==> config.mk <==
export PLATFORM = sky130hd
export DESIGN_NAME = datamemory_lsu
export DESIGN_NICKNAME = d
export VERILOG_FILES = /design/src/rtl/datamemory_lsu.sv
export SDC_FILE = /design/constraint.sdc
export NUM_CORES = 1
export LEC_CHECK = 0
export ABC_AREA = 1
export BUFFER_PORTS_ARGS = -buffer_cell sky130_fd_sc_hd__buf_2
export CORE_ASPECT_RATIO = 1.1
export CORE_MARGIN = 3
export CORE_UTILIZATION = 55
export CTS_CLUSTER_DIAMETER = 120
export CTS_CLUSTER_SIZE = 25
export DETAILED_ROUTE_END_ITERATION = 7
export PLACE_DENSITY = 0.81
export SYNTH_ARGS = -nofsm -noshare
export SYNTH_HDL_FRONTEND = slang
export SYNTH_SLANG_ARGS = --single-unit
==> constraint.sdc <==
create_clock -name clock -period 2.6 [get_ports clock]
set_clock_uncertainty 0.15 [all_clocks]
set_input_delay 0.13 -clock clock [delete_from_list [all_inputs] [get_ports clock]]
set_output_delay 0.13 -clock clock [all_outputs]
set_load 0.005 [all_outputs]
==> src/rtl/datamemory_lsu.sv <==
// Load/store unit for the single-port data memory.
// Handles byte/half/word loads and stores from the memory stage.
// The memory has no byte enables, so sub-word stores are done as
// read-modify-write. Misaligned requests are answered with an error
// and never touch memory.
module datamemory_lsu #(
  parameter int ADDR_W       = 10,
  parameter int READ_LATENCY = 1
) (
  input  logic              clock,
  input  logic              reset_n,
  input  logic              req_valid,
  output logic              req_ready,
  input  logic              req_write,
  input  logic [1:0]        req_size,
  input  logic              req_unsigned,
  input  logic [ADDR_W+1:0] req_addr,
  input  logic [31:0]       req_wdata,
  output logic              resp_valid,
  output logic [31:0]       resp_rdata,
  output logic              resp_error,
  output logic [ADDR_W-1:0] mem_address,
  output logic [31:0]       mem_data,
  output logic              mem_wren,
  input  logic [31:0]       mem_q
);

  localparam logic [1:0] IDLE  = 2'd0;
  localparam logic [1:0] READ  = 2'd1;
  localparam logic [1:0] WRITE = 2'd2;
  localparam logic [1:0] RESP  = 2'd3;

  localparam int CNT_W = (READ_LATENCY < 2) ? 1 : $clog2(READ_LATENCY + 1);
  localparam logic [CNT_W-1:0] CNT_INIT = CNT_W'(READ_LATENCY);
  localparam logic [CNT_W-1:0] CNT_ONE  = CNT_W'(1);

  logic [1:0]       state;
  logic [CNT_W-1:0] lat_cnt;

  // Request fields held for the whole operation
  logic             cap_write;
  logic [1:0]       cap_size;
  logic             cap_unsigned;
  logic [1:0]       cap_lane;
  logic [31:0]      cap_wdata;

  logic             accept;
  logic             is_word;
  logic             misaligned;
  logic [31:0]      load_data;
  logic [31:0]      merged;
  logic [7:0]       sel_byte;
  logic [15:0]      sel_half;

  // req_ready is registered and only high in IDLE, so it doubles as the state gate
  assign accept     = req_valid && req_ready;
  assign is_word    = req_size[1];
  assign misaligned = ((req_size == 2'b01) && req_addr[0]) ||
                      (is_word && (req_addr[1:0] != 2'b00));

  // Extract/extend load data and build the merged store word from mem_q
  always_comb begin
    load_data = mem_q;
    merged    = mem_q;
    sel_byte  = mem_q[{cap_lane, 3'b000} +: 8];
    sel_half  = cap_lane[1] ? mem_q[31:16] : mem_q[15:0];
    case (cap_size)
      2'b00: begin
        load_data = {{24{~cap_unsigned & sel_byte[7]}}, sel_byte};
        merged[{cap_lane, 3'b000} +: 8] = cap_wdata[7:0];
      end
      2'b01: begin
        load_data = {{16{~cap_unsigned & sel_half[15]}}, sel_half};
        merged[{cap_lane[1], 4'b0000} +: 16] = cap_wdata[15:0];
      end
      default: begin
        load_data = mem_q;
        merged    = cap_wdata;
      end
    endcase
  end

  // Main sequencer: IDLE -> READ/WRITE/RESP, with all outputs registered
  always_ff @(posedge clock or negedge reset_n) begin
    if (!reset_n) begin
      state        <= IDLE;
      lat_cnt      <= '0;
      req_ready    <= 1'b1;
      resp_valid   <= 1'b0;
      resp_error   <= 1'b0;
      resp_rdata   <= '0;
      mem_address  <= '0;
      mem_data     <= '0;
      mem_wren     <= 1'b0;
      cap_write    <= 1'b0;
      cap_size     <= 2'b00;
      cap_unsigned <= 1'b0;
      cap_lane     <= 2'b00;
      cap_wdata    <= '0;
    end else begin
      case (state)
        IDLE: begin
          if (accept) begin
            cap_write    <= req_write;
            cap_size     <= req_size;
            cap_unsigned <= req_unsigned;
            cap_lane     <= req_addr[1:0];
            cap_wdata    <= req_wdata;
            mem_address  <= req_addr[ADDR_W+1:2];
            req_ready    <= 1'b0;
            if (misaligned) begin
              state      <= RESP;
              resp_valid <= 1'b1;
              resp_error <= 1'b1;
              resp_rdata <= '0;
            end else if (req_write && is_word) begin
              state    <= WRITE;
              mem_data <= req_wdata;
              mem_wren <= 1'b1;
            end else begin
              state   <= READ;
              lat_cnt <= CNT_INIT;
            end
          end
        end
        READ: begin
          if (lat_cnt != '0) begin
            lat_cnt <= lat_cnt - CNT_ONE;
          end else if (cap_write) begin
            state    <= WRITE;
            mem_data <= merged;
            mem_wren <= 1'b1;
          end else begin
            state      <= RESP;
            resp_valid <= 1'b1;
            resp_rdata <= load_data;
          end
        end
        WRITE: begin
          mem_wren   <= 1'b0;
          state      <= RESP;
          resp_valid <= 1'b1;
          resp_rdata <= '0;
        end
        RESP: begin
          resp_valid <= 1'b0;
          resp_error <= 1'b0;
          resp_rdata <= '0;
          req_ready  <= 1'b1;
          state      <= IDLE;
        end
        default: state <= IDLE;
      endcase
    end
  end

endmodule

==> flow_metrics.py, run 1 <==
metrics = {
    "route": {
        "post_drt_wl_per_cell_um": 16.4,
        "wl_um": 24700,
        "viasPerCell": 5.44,
        "first_iter_violations": 1149,
        "route.detailed.drc": 0,
        "ant_nets": 0,
        "vias": 8198,
        "first_pass_iters": 6,
    },
    "synthesis": {
        "mappedNetlistNets": 1229,
        "synth_cell_type_count": 29,
        "synth.area.top_cells": "dfrtp_1 40%, nand2_1 27%, nor2_1 7.2%, o21ai_0 5.8%, nand3_1 5.5%",
        "synth-seq-cells": 119,
        "avgSynthCellArea_um2": 6.44,
        "synth_edf_count": 0,
        "syn_inst": 1137,
        "yosysTopAreaCell": "dfrtp_1",
        "synth_top_flop_cell": "dfrtp_1",
        "synth_area_um2": 7320,
        "synthArstFlopShare_pct": 100,
        "synth_top_area_share_pct": 40.3,
        "yosysSeqAreaShare_pct": 40.7,
        "yosys_warnings": 0,
    },
    "placed_design": {
        "post-place-cells": 1410,
        "port_buffers": 160,
        "post-dp-hpwl_um": 16100,
        "place.gp.congestion": 0.957,
    },
    "sta": {
        "finalCritPeriodShare_pct": 93.0,
        "period_minus_slack_ps": 2420,
        "finalHoldViolCount": 0,
        "tightest_slew_ps": 832,
        "slew_viol_final": 0,
        "max_freq_ghz": 0.414,
        "setup_viol": 0,
        "rsz0062_at_grt": "no",
        "worst_hold_slack_ps": 9.02,
        "fin_tns_setup_ps": 0,
        "maxSlewHeadroom_pct": 44.5,
    },
    "global_route": {
        "grt_pass1_vias": 7634,
        "grt_usage_pct": 33.7,
        "grt_max_degree": 84,
        "grt-ovfl-total": 0,
        "grt_pass1_wl_um": 39000,
        "antenna_found_initial": 0,
    },
    "finish": {
        "syn2layout_area_growth_pct": 29.2,
        "layout_common_cells": "521 x nand2_1, 159 x buf_2, 140 x nor2_1",
        "layout-drive-gt1-share_pct": 16.5,
        "layout.cells.non_filler": 1506,
        "nets": 1428,
        "final_common_cell": "nand2_1",
        "diodes": 0,
    },
    "worst_setup_path": {
        "arrival_ps": 2570,
        "worstPathRequired_ps": 2750,
        "path_class": "flip-flop to flip-flop",
        "crit_fanout": 32,
        "r2r_start": "state[0]$_DFFE_PN0P_",
        "critPathCaptureType": "flip-flop",
        "crit_path_start": "state[0]$_DFFE_PN0P_",
        "startpoint_type": "flip-flop",
    },
    "power_and_ir_drop": {
        "leakage_nw": 5.38,
        "power_density_nw_per_um2": 1250,
        "ir_drop_v": 0.000741,
    },
    "cts": {
        "cts_setup_buffers": 0,
        "cts_tree": "yes",
        "path_clk_slew_ps": 60,
        "cts-root-buf": "clkbuf_16",
        "htree_levels": 4,
        "worstSkewPairLatency_ps": 420,
        "cts_inserted_buffers": 17,
        "cts.sinks": 119,
        "ctsResizeCount": 0,
        "clk_path_buf_depth": 2,
    },
    "floorplan": {
        "die_h_um": 127,
        "die-area_um2": 14700,
        "core_area_um2": 12800,
        "initial_utilization_pct": 57.2,
        "rows": 43,
        "io-pin-count": 161,
        "die_w_um": 116,
    },
    "min_path": {
        "hold_class": "input port to flip-flop",
        "hold_start": "mem_q[6]",
    },
    "run_status": {
        "status": "finished, final reports clean",
    },
    "run": {
        "cap_violations": 0,
    },
}
==> power breakdown <==
part / switching [mW] / total, mW / internal, mW
logic: 3.96 / 6.04 / 2.08
clock network: 0.853 / 2.48 / 1.63
registers: 0.627 / 3.33 / 2.70
total: 5.44 / 11.9 / 6.42
==> repair_timing <==
action,in CTS,in global routing
hold endpoints to repair,181,0
endpoints found under the setup margin,0,32
hold buffers,63,0
==> final timing paths <==
check,endpoint,slack [ps],depth (start not counted)
worst max-delay path,mem_data[9]$_DFFE_PN0P_,180,10
worst min-delay path,resp_rdata[6]$_DFFE_PN0P_,9,5
worst max register to register,mem_data[9]$_DFFE_PN0P_,180,10
worst min register to register,resp_rdata[22]$_DFFE_PN0P_,320,2
max in group asynchronous,cap_wdata[21]$_DFFE_PN0P_,1460,3
min in group asynchronous,resp_rdata[29]$_DFFE_PN0P_,60,2
==> layout make-up <==
cell class,count,area [um2]
Sequential cell,119,2980
Fill cell,1067,3340
Timing Repair Buffer,240,1610
Multi-Input combinational cell,882,3770
Inverter,76,285
Clock inverter,7,115
Tap cell,157,196
Clock buffer,25,505
==> cells in the mapped netlist, types with 4 or more instances <==
| master | count |
|---|---|
| buf_2 | 20 |
| clkbuf_1 | 27 |
| buf_1 | 6 |
| inv_1 | 68 |
| inv_2 | 7 |
| o21ai_0 | 85 |
| dfrtp_1 | 118 |
| ha_1 | 9 |
| nor2_1 | 140 |
| buf_4 | 4 |
| o211ai_1 | 8 |
| a21oi_1 | 18 |
| buf_6 | 4 |
| nand3_1 | 81 |
| o221ai_1 | 5 |
| nand2_1 | 521 |
==> stage by stage <==
stage               utilization [%]  setup slack (ps)  instance area [um2]  power, mW
floorplan                         -               379                 7320       7.27
global placement               64.1               218                 8210       8.98
detailed placement             64.1               150                 8210       9.10
CTS                            73.9               116                 9460       11.7
global route                   73.9              26.7                 9470       12.8
finish                         73.9               183                 9470       11.9
==> state kept, by name, summed over array words and instances (netlist names) <==
| register | flops |
|---|---|
| cap_lane | 2 |
| resp_error | 1 |
| lat_cnt | 1 |
| cap_unsigned | 1 |
| resp_rdata | 32 |
| mem_address | 10 |
| cap_size | 2 |
| resp_valid | 1 |
| mem_wren | 1 |
| req_ready | 1 |
| mem_data | 32 |
| cap_wdata | 32 |
| cap_write | 1 |
| state | 2 |
==> kinds of logic (layout without fill, tap and decap cells) <==
logic type | count (synthesis) | in the layout | synth area share (%)
and+or+nand+nor | 750 | 751 | 40.7
buffers and inverters | 137 | 348 | 7.98
AOI/OAI and AO/OA | 122 | 122 | 9.09
DFF | 119 | 119 | 40.7
adders and majority gates | 9 | 9 | 1.54
==> metal layers <==
| metal | track usage (%) | wire [um] |
|---|---|---|
| met5 | 0 | 0 |
| met4 | 15.2 | 979 |
| met3 | 5.64 | 2200 |
| met2 | 52.5 | 11500 |
| met1 | 46.3 | 9970 |
==> critical path, stage by stage, from the launching register on <==
cell,delay (ps)
dfrtp_1,400
inv_1,110
ha_1,320
inv_1,120
nand2_1,110
nand3_2,170
nor2_4,500
inv_2,90
buf_12,190
nand2_1,70
nand2_1,60
No activity file was read; power rests on OpenSTA's default activity.
==> inputs of run 2 (changes only) <==
Settings changed: ABC_AREA 1 to default, CORE_UTILIZATION 55 to 54, PLACE_DENSITY 0.81 to 0.8.
==> flow_metrics.py, run 2 <==
metrics = {
    "synthesis": {
        "mappedNetlistNets": 747,
        "synth_top_flop_cell": "dfrtp_1",
        "synth_top_family_by_area": "compound AO/OA/AOI/OAI gates",
        "synth_cell_type_count": 58,
        "ys_top_cells_by_count": "118 x dfrtp_1, 62 x o21ai_0, 51 x mux2_2, 47 x nand2_1, 40 x nor2_1",
        "syn_inst": 655,
        "synth_compound_area_share_pct": 26.5,
        "synth_top_area_share_pct": 44.4,
        "synthMuxAreaShare_pct": 11.5,
        "yosysMostFrequentCell": "dfrtp_1",
        "synth_area_um2": 6650,
        "synth-seq-cells": 119,
        "yosys_warnings": 0,
        "yosysTopAreaCell": "dfrtp_1",
        "synthArstFlopShare_pct": 100,
        "synth.area.top_cells": "dfrtp_1 44%, mux2_2 8.6%, a221oi_1 4.9%, o21ai_0 4.7%, o31ai_1 2.9%",
        "avgSynthCellArea_um2": 10.2,
        "yosysSeqAreaShare_pct": 44.8,
        "synth-xor-area-share_pct": 0,
        "synth-simple-area-share_pct": 10.9,
        "synth_edf_count": 0,
        "synth_fa_ha_area_share_pct": 1.69,
    },
    "power_and_ir_drop": {
        "leakage_nw": 4.24,
        "ir_drop_v": 0.000436,
        "finalPower_mw": 4.56,
        "power_density_nw_per_um2": 521,
    },
    "global_route": {
        "grt_pass1_vias": 6443,
        "grt_max_degree": 120,
        "antenna_found_initial": 1,
        "use_met2_pct": 53.4,
        "grt-ovfl-total": 0,
        "grt_pass1_wl_um": 35100,
        "use_met1_pct": 41.7,
        "grtUsageMet3_pct": 7.94,
        "grt_usage_pct": 32.9,
        "top_usage_layer": "met2",
    },
    "cts": {
        "cts_inserted_buffers": 17,
        "path_clk_slew_ps": 50,
        "cts-root-buf": "clkbuf_16",
        "htree_levels": 4,
        "cts_tree": "yes",
        "clk_path_buf_depth": 2,
        "worstSkewPairLatency_ps": 420,
        "cts.sinks": 119,
    },
    "route": {
        "post_drt_wl_per_cell_um": 22.1,
        "first_pass_iters": 6,
        "ant_nets": 0,
        "first_iter_violations": 774,
        "viasPerCell": 6.47,
        "wl_um": 22500,
        "route.detailed.drc": 0,
        "vias": 6607,
    },
    "floorplan": {
        "core_area_um2": 11700,
        "initial_utilization_pct": 56.6,
        "die_h_um": 122,
        "rows": 41,
        "die_w_um": 112,
        "die-area_um2": 13700,
        "io-pin-count": 161,
    },
    "sta": {
        "finalHoldViolCount": 0,
        "maxSlewHeadroom_pct": 39.4,
        "finalCritPeriodShare_pct": 94.4,
        "period_minus_slack_ps": 2450,
        "tightest_slew_ps": 910,
        "setup_viol": 0,
        "max_freq_ghz": 0.407,
        "fin_tns_setup_ps": 0,
        "rsz0062_at_grt": "no",
        "slew_viol_final": 0,
    },
    "run": {
        "cap_violations": 0,
    },
    "finish": {
        "layout-drive-gt1-share_pct": 32.1,
        "reg_top3": "cap_wdata: 32 flops, mem_data: 32 flops, resp_rdata: 32 flops",
        "final_common_cell": "buf_2",
        "syn2layout_area_growth_pct": 31.5,
        "layout_common_cells": "159 x buf_2, 117 x dfrtp_1, 62 x o21ai_0",
        "nets": 949,
    },
    "placed_design": {
        "post-dp-hpwl_um": 15300,
        "port_buffers": 160,
        "place.gp.congestion": 1.00,
    },
    "worst_setup_path": {
        "crit_fanout": 8,
        "path_class": "flip-flop to flip-flop",
        "critPathCaptureType": "flip-flop",
        "arrival_ps": 2620,
        "worstPathRequired_ps": 2770,
        "startpoint_type": "flip-flop",
    },
    "min_path": {
        "hold_class": "input port to flip-flop",
    },
    "run_status": {
        "status": "finished, final reports clean",
    },
}
[run 2: layer usage]
metal / vias up / routed length (um)
met5: - / 0
met4: 0 / 971
met3: 69 / 2020
met2: 410 / 10900
met1: 3223 / 8620
li1: 2905 / -
[run 2: critical path, stage by stage, from the launching register on]
cell and delay [ps]:
dfrtp_1 340, inv_1 100, ha_1 230, or2_2 290, a21oi_1 730, a221oi_1 210
o31ai_1 310
[run 2: cell type report]
cell class	instances	area, um2
clock buffer	18	439
fill	839	3000
tap	150	188
inverter	13	48.8
clock inverter	14	158
sequential	119	2980
multi-input combinational	467	3360
antenna	1	2.50
timing repair buffer	239	1570
[run 2: kinds of logic (layout without fill, tap and decap cells)]
group                    after synthesis  count (layout)
AO/OA/AOI/OAI                        243             243
AND/OR/NAND/NOR                      145             145
flip-flops                           119             119
multiplexers                          70              70
buffers and inverters                 69             284
adder cells (fa/ha/maj)                9               9
other                                  0               1
[run 2: power by group]
| group | total [mW] | leakage (nW) | internal [mW] | switching, mW |
|---|---|---|---|---|
| Clock | 2.39 | 0.295 | 1.52 | 0.867 |
| Combinational | 0.321 | 2.29 | 0.147 | 0.174 |
| Sequential | 1.85 | 1.65 | 1.85 | 0 |
[run 2: worst paths after layout]
path	start	endpoint	depth (start not counted)	slack, ps
worst max-delay path	cap_lane[0]$_DFFE_PN0P_	mem_data[0]$_DFFE_PN0P_	6	150
worst min-delay path	mem_q[30]	resp_rdata[30]$_DFFE_PN0P_	4	20
worst max register to register	cap_lane[0]$_DFFE_PN0P_	mem_data[0]$_DFFE_PN0P_	6	150
worst min register to register	resp_rdata[0]$_DFFE_PN0P_	resp_rdata[0]$_DFFE_PN0P_	2	320
max in group asynchronous	reset_n	cap_size[1]$_DFFE_PN0P_	3	1580
min in group asynchronous	reset_n	mem_data[4]$_DFFE_PN0P_	3	190
[run 2: repair_timing]
item	CTS	global route
endpoints found under the hold margin	208	0
setup buffers	0	0
hold buffers	58	0
resized for setup	0	0
[run 2: metrics by stage]
step           instances  cell area, um2  hold WS (ps)  worst slack [ps]  util [%]
6_report            1021            8750          18.4               145      74.4
2_1_floorplan        655            6650          -316              87.2         -
3_3_place_gp         930            7570           121               311      64.4
4_1_cts             1020            8740          2.78               228      74.4
5_1_grt             1021            8750          35.3              22.1      74.4
3_5_place_dp         930            7570           128               238      64.4
==> inputs of run 3 (changes only) <==
Settings changed: RECOVER_POWER from default to 50.
==> flow_metrics.py, run 3 (same netlist as run 2, synthesis figures left out) <==
metrics = {
    "sta": {
        "maxSlewHeadroom_pct": -10.7,
        "setup_viol": 0,
        "fin_tns_setup_ps": 0,
        "finalCritPeriodShare_pct": 93.5,
        "slew_viol_final": 120,
        "tightest_slew_ps": 1660,
        "max_freq_ghz": 0.411,
        "period_minus_slack_ps": 2430,
        "rsz0062_at_grt": "no",
        "worst_slack_ps": 169,
        "finalHoldViolCount": 0,
    },
    "worst_setup_path": {
        "cpMaxStageDelayCell": "a21oi_1",
        "r2r_setup_slack_ps": 170,
        "slowest_delay_ps": 700,
        "crit_fanout": 8,
        "worstPathRequired_ps": 2770,
        "startpoint_type": "flip-flop",
        "critPathCaptureType": "flip-flop",
        "arrival_ps": 2600,
        "crit_family": "compound AO/OA/AOI/OAI gates",
        "path_class": "flip-flop to flip-flop",
        "path_cells": "inv_1 > ha_1 > or2_2 > a21oi_1 > a221oi_1 > o31ai_1",
        "path_buf_inv": 1,
    },
    "run_status": {
        "failed_checks": "capacitance limit, slew limit",
        "status": "complete, but fails checks",
    },
    "finish": {
        "final_common_cell": "buf_2",
        "nets": 949,
        "layout-drive-gt1-share_pct": 29.8,
        "layout_common_cells": "139 x buf_2, 117 x dfrtp_1, 62 x o21ai_0",
        "syn2layout_area_growth_pct": 31.0,
        "layout.cells.non_filler": 1021,
        "reg_top3": "cap_wdata: 32 flops, mem_data: 32 flops, resp_rdata: 32 flops",
    },
    "cts": {
        "ctsResizeCount": 0,
        "cts_inserted_buffers": 17,
        "cts_setup_buffers": 0,
        "cts_tree": "yes",
        "htree_levels": 4,
        "cts.sinks": 119,
        "clk_path_buf_depth": 2,
        "path_clk_slew_ps": 60,
        "worstSkewPairLatency_ps": 420,
        "ctsHoldBuffers": 58,
        "cts-root-buf": "clkbuf_16",
    },
    "power_and_ir_drop": {
        "power_density_nw_per_um2": 524,
        "ir_drop_v": 0.000433,
        "leakage_nw": 4.15,
    },
    "route": {
        "vias": 6597,
        "route.detailed.drc": 0,
        "ant_nets": 0,
        "first_iter_violations": 824,
        "viasPerCell": 6.46,
        "wl_um": 22500,
        "first_pass_iters": 5,
        "wl_met1_um": 8670,
        "wl_met2_um": 10900,
        "dr.max_layer_used": "met4",
        "met3WireLength_um": 1980,
        "post_drt_wl_per_cell_um": 22.0,
    },
    "global_route": {
        "grt_max_degree": 120,
        "antenna_found_initial": 1,
        "grt_usage_pct": 32.9,
        "grt-ovfl-total": 0,
        "grt_pass1_wl_um": 35100,
        "grt_pass1_vias": 6443,
    },
    "placed_design": {
        "dp_worst_setup_slack_ps": 238,
        "place.gp.congestion": 1.00,
        "post-place-cells": 930,
        "port_buffers": 160,
        "post-dp-hpwl_um": 15300,
    },
    "floorplan": {
        "initial_utilization_pct": 56.6,
        "io-pin-count": 161,
        "die_w_um": 112,
        "rows": 41,
        "die_h_um": 122,
        "die-area_um2": 13700,
        "core_area_um2": 11700,
    },
    "run": {
        "cap_violations": 1,
    },
    "min_path": {
        "hold_class": "input port to flip-flop",
    },
}
run 3: changes by cell type in the layout (fill, tap and decap cells not counted), sizes merged:
cell    change
buf        -22
clkbuf     +22
run 3: power breakdown:
group | internal, mW | switching, mW | leakage [nW]
Combinational | 0.144 | 0.173 | 2.20
Sequential | 1.85 | 0 | 1.65
Clock | 1.52 | 0.872 | 0.295
Total | 3.52 | 1.04 | 4.15
run 3: path summary, 6_finish.rpt:
path | start | to | cells past startpoint
worst max-delay path | cap_lane[0]$_DFFE_PN0P_ | mem_data[0]$_DFFE_PN0P_ | 6
worst min-delay path | mem_q[30] | resp_rdata[30]$_DFFE_PN0P_ | 4
worst max register to register | cap_lane[0]$_DFFE_PN0P_ | mem_data[0]$_DFFE_PN0P_ | 6
worst min register to register | resp_rdata[0]$_DFFE_PN0P_ | resp_rdata[0]$_DFFE_PN0P_ | 2
max in group asynchronous | reset_n | cap_size[1]$_DFFE_PN0P_ | 3
min in group asynchronous | reset_n | mem_data[5]$_DFFE_PN0P_ | 3
run 3: area by class of cell:
type / instances / area (um2)
flip-flops and latches: 119 / 2980
well taps: 150 / 188
clock inverters: 14 / 158
inverters: 13 / 48.8
fillers: 849 / 3040
repair buffers: 239 / 1530
clock buffers: 18 / 439
multi-input cells: 467 / 3360
diodes: 1 / 2.50
run 3: worst min-delay path, cell delays in order:
cell and delay (ps):
buf_2 150, nand2_1 70, o21ai_1 70, a22o_1 130
run 3: per-layer routing:
layer  up-vias  GRT usage [%]
met3        70           7.94
met2       395           53.4
met4         0           16.0
li1       2893              -
met1      3239           41.7
met5         -              0
run 3: through the flow:
step	instance area, um2	hold WS [ps]	power, mW	utilization [%]
after floorplan	6650	-316	1.95	-
after global placement	7570	121	2.12	64.4
after detailed placement	7570	128	2.13	64.4
after CTS	8740	2.78	4.56	74.4
after global routing	8710	35.3	4.67	74.1
final	8710	9.54	4.56	74.1
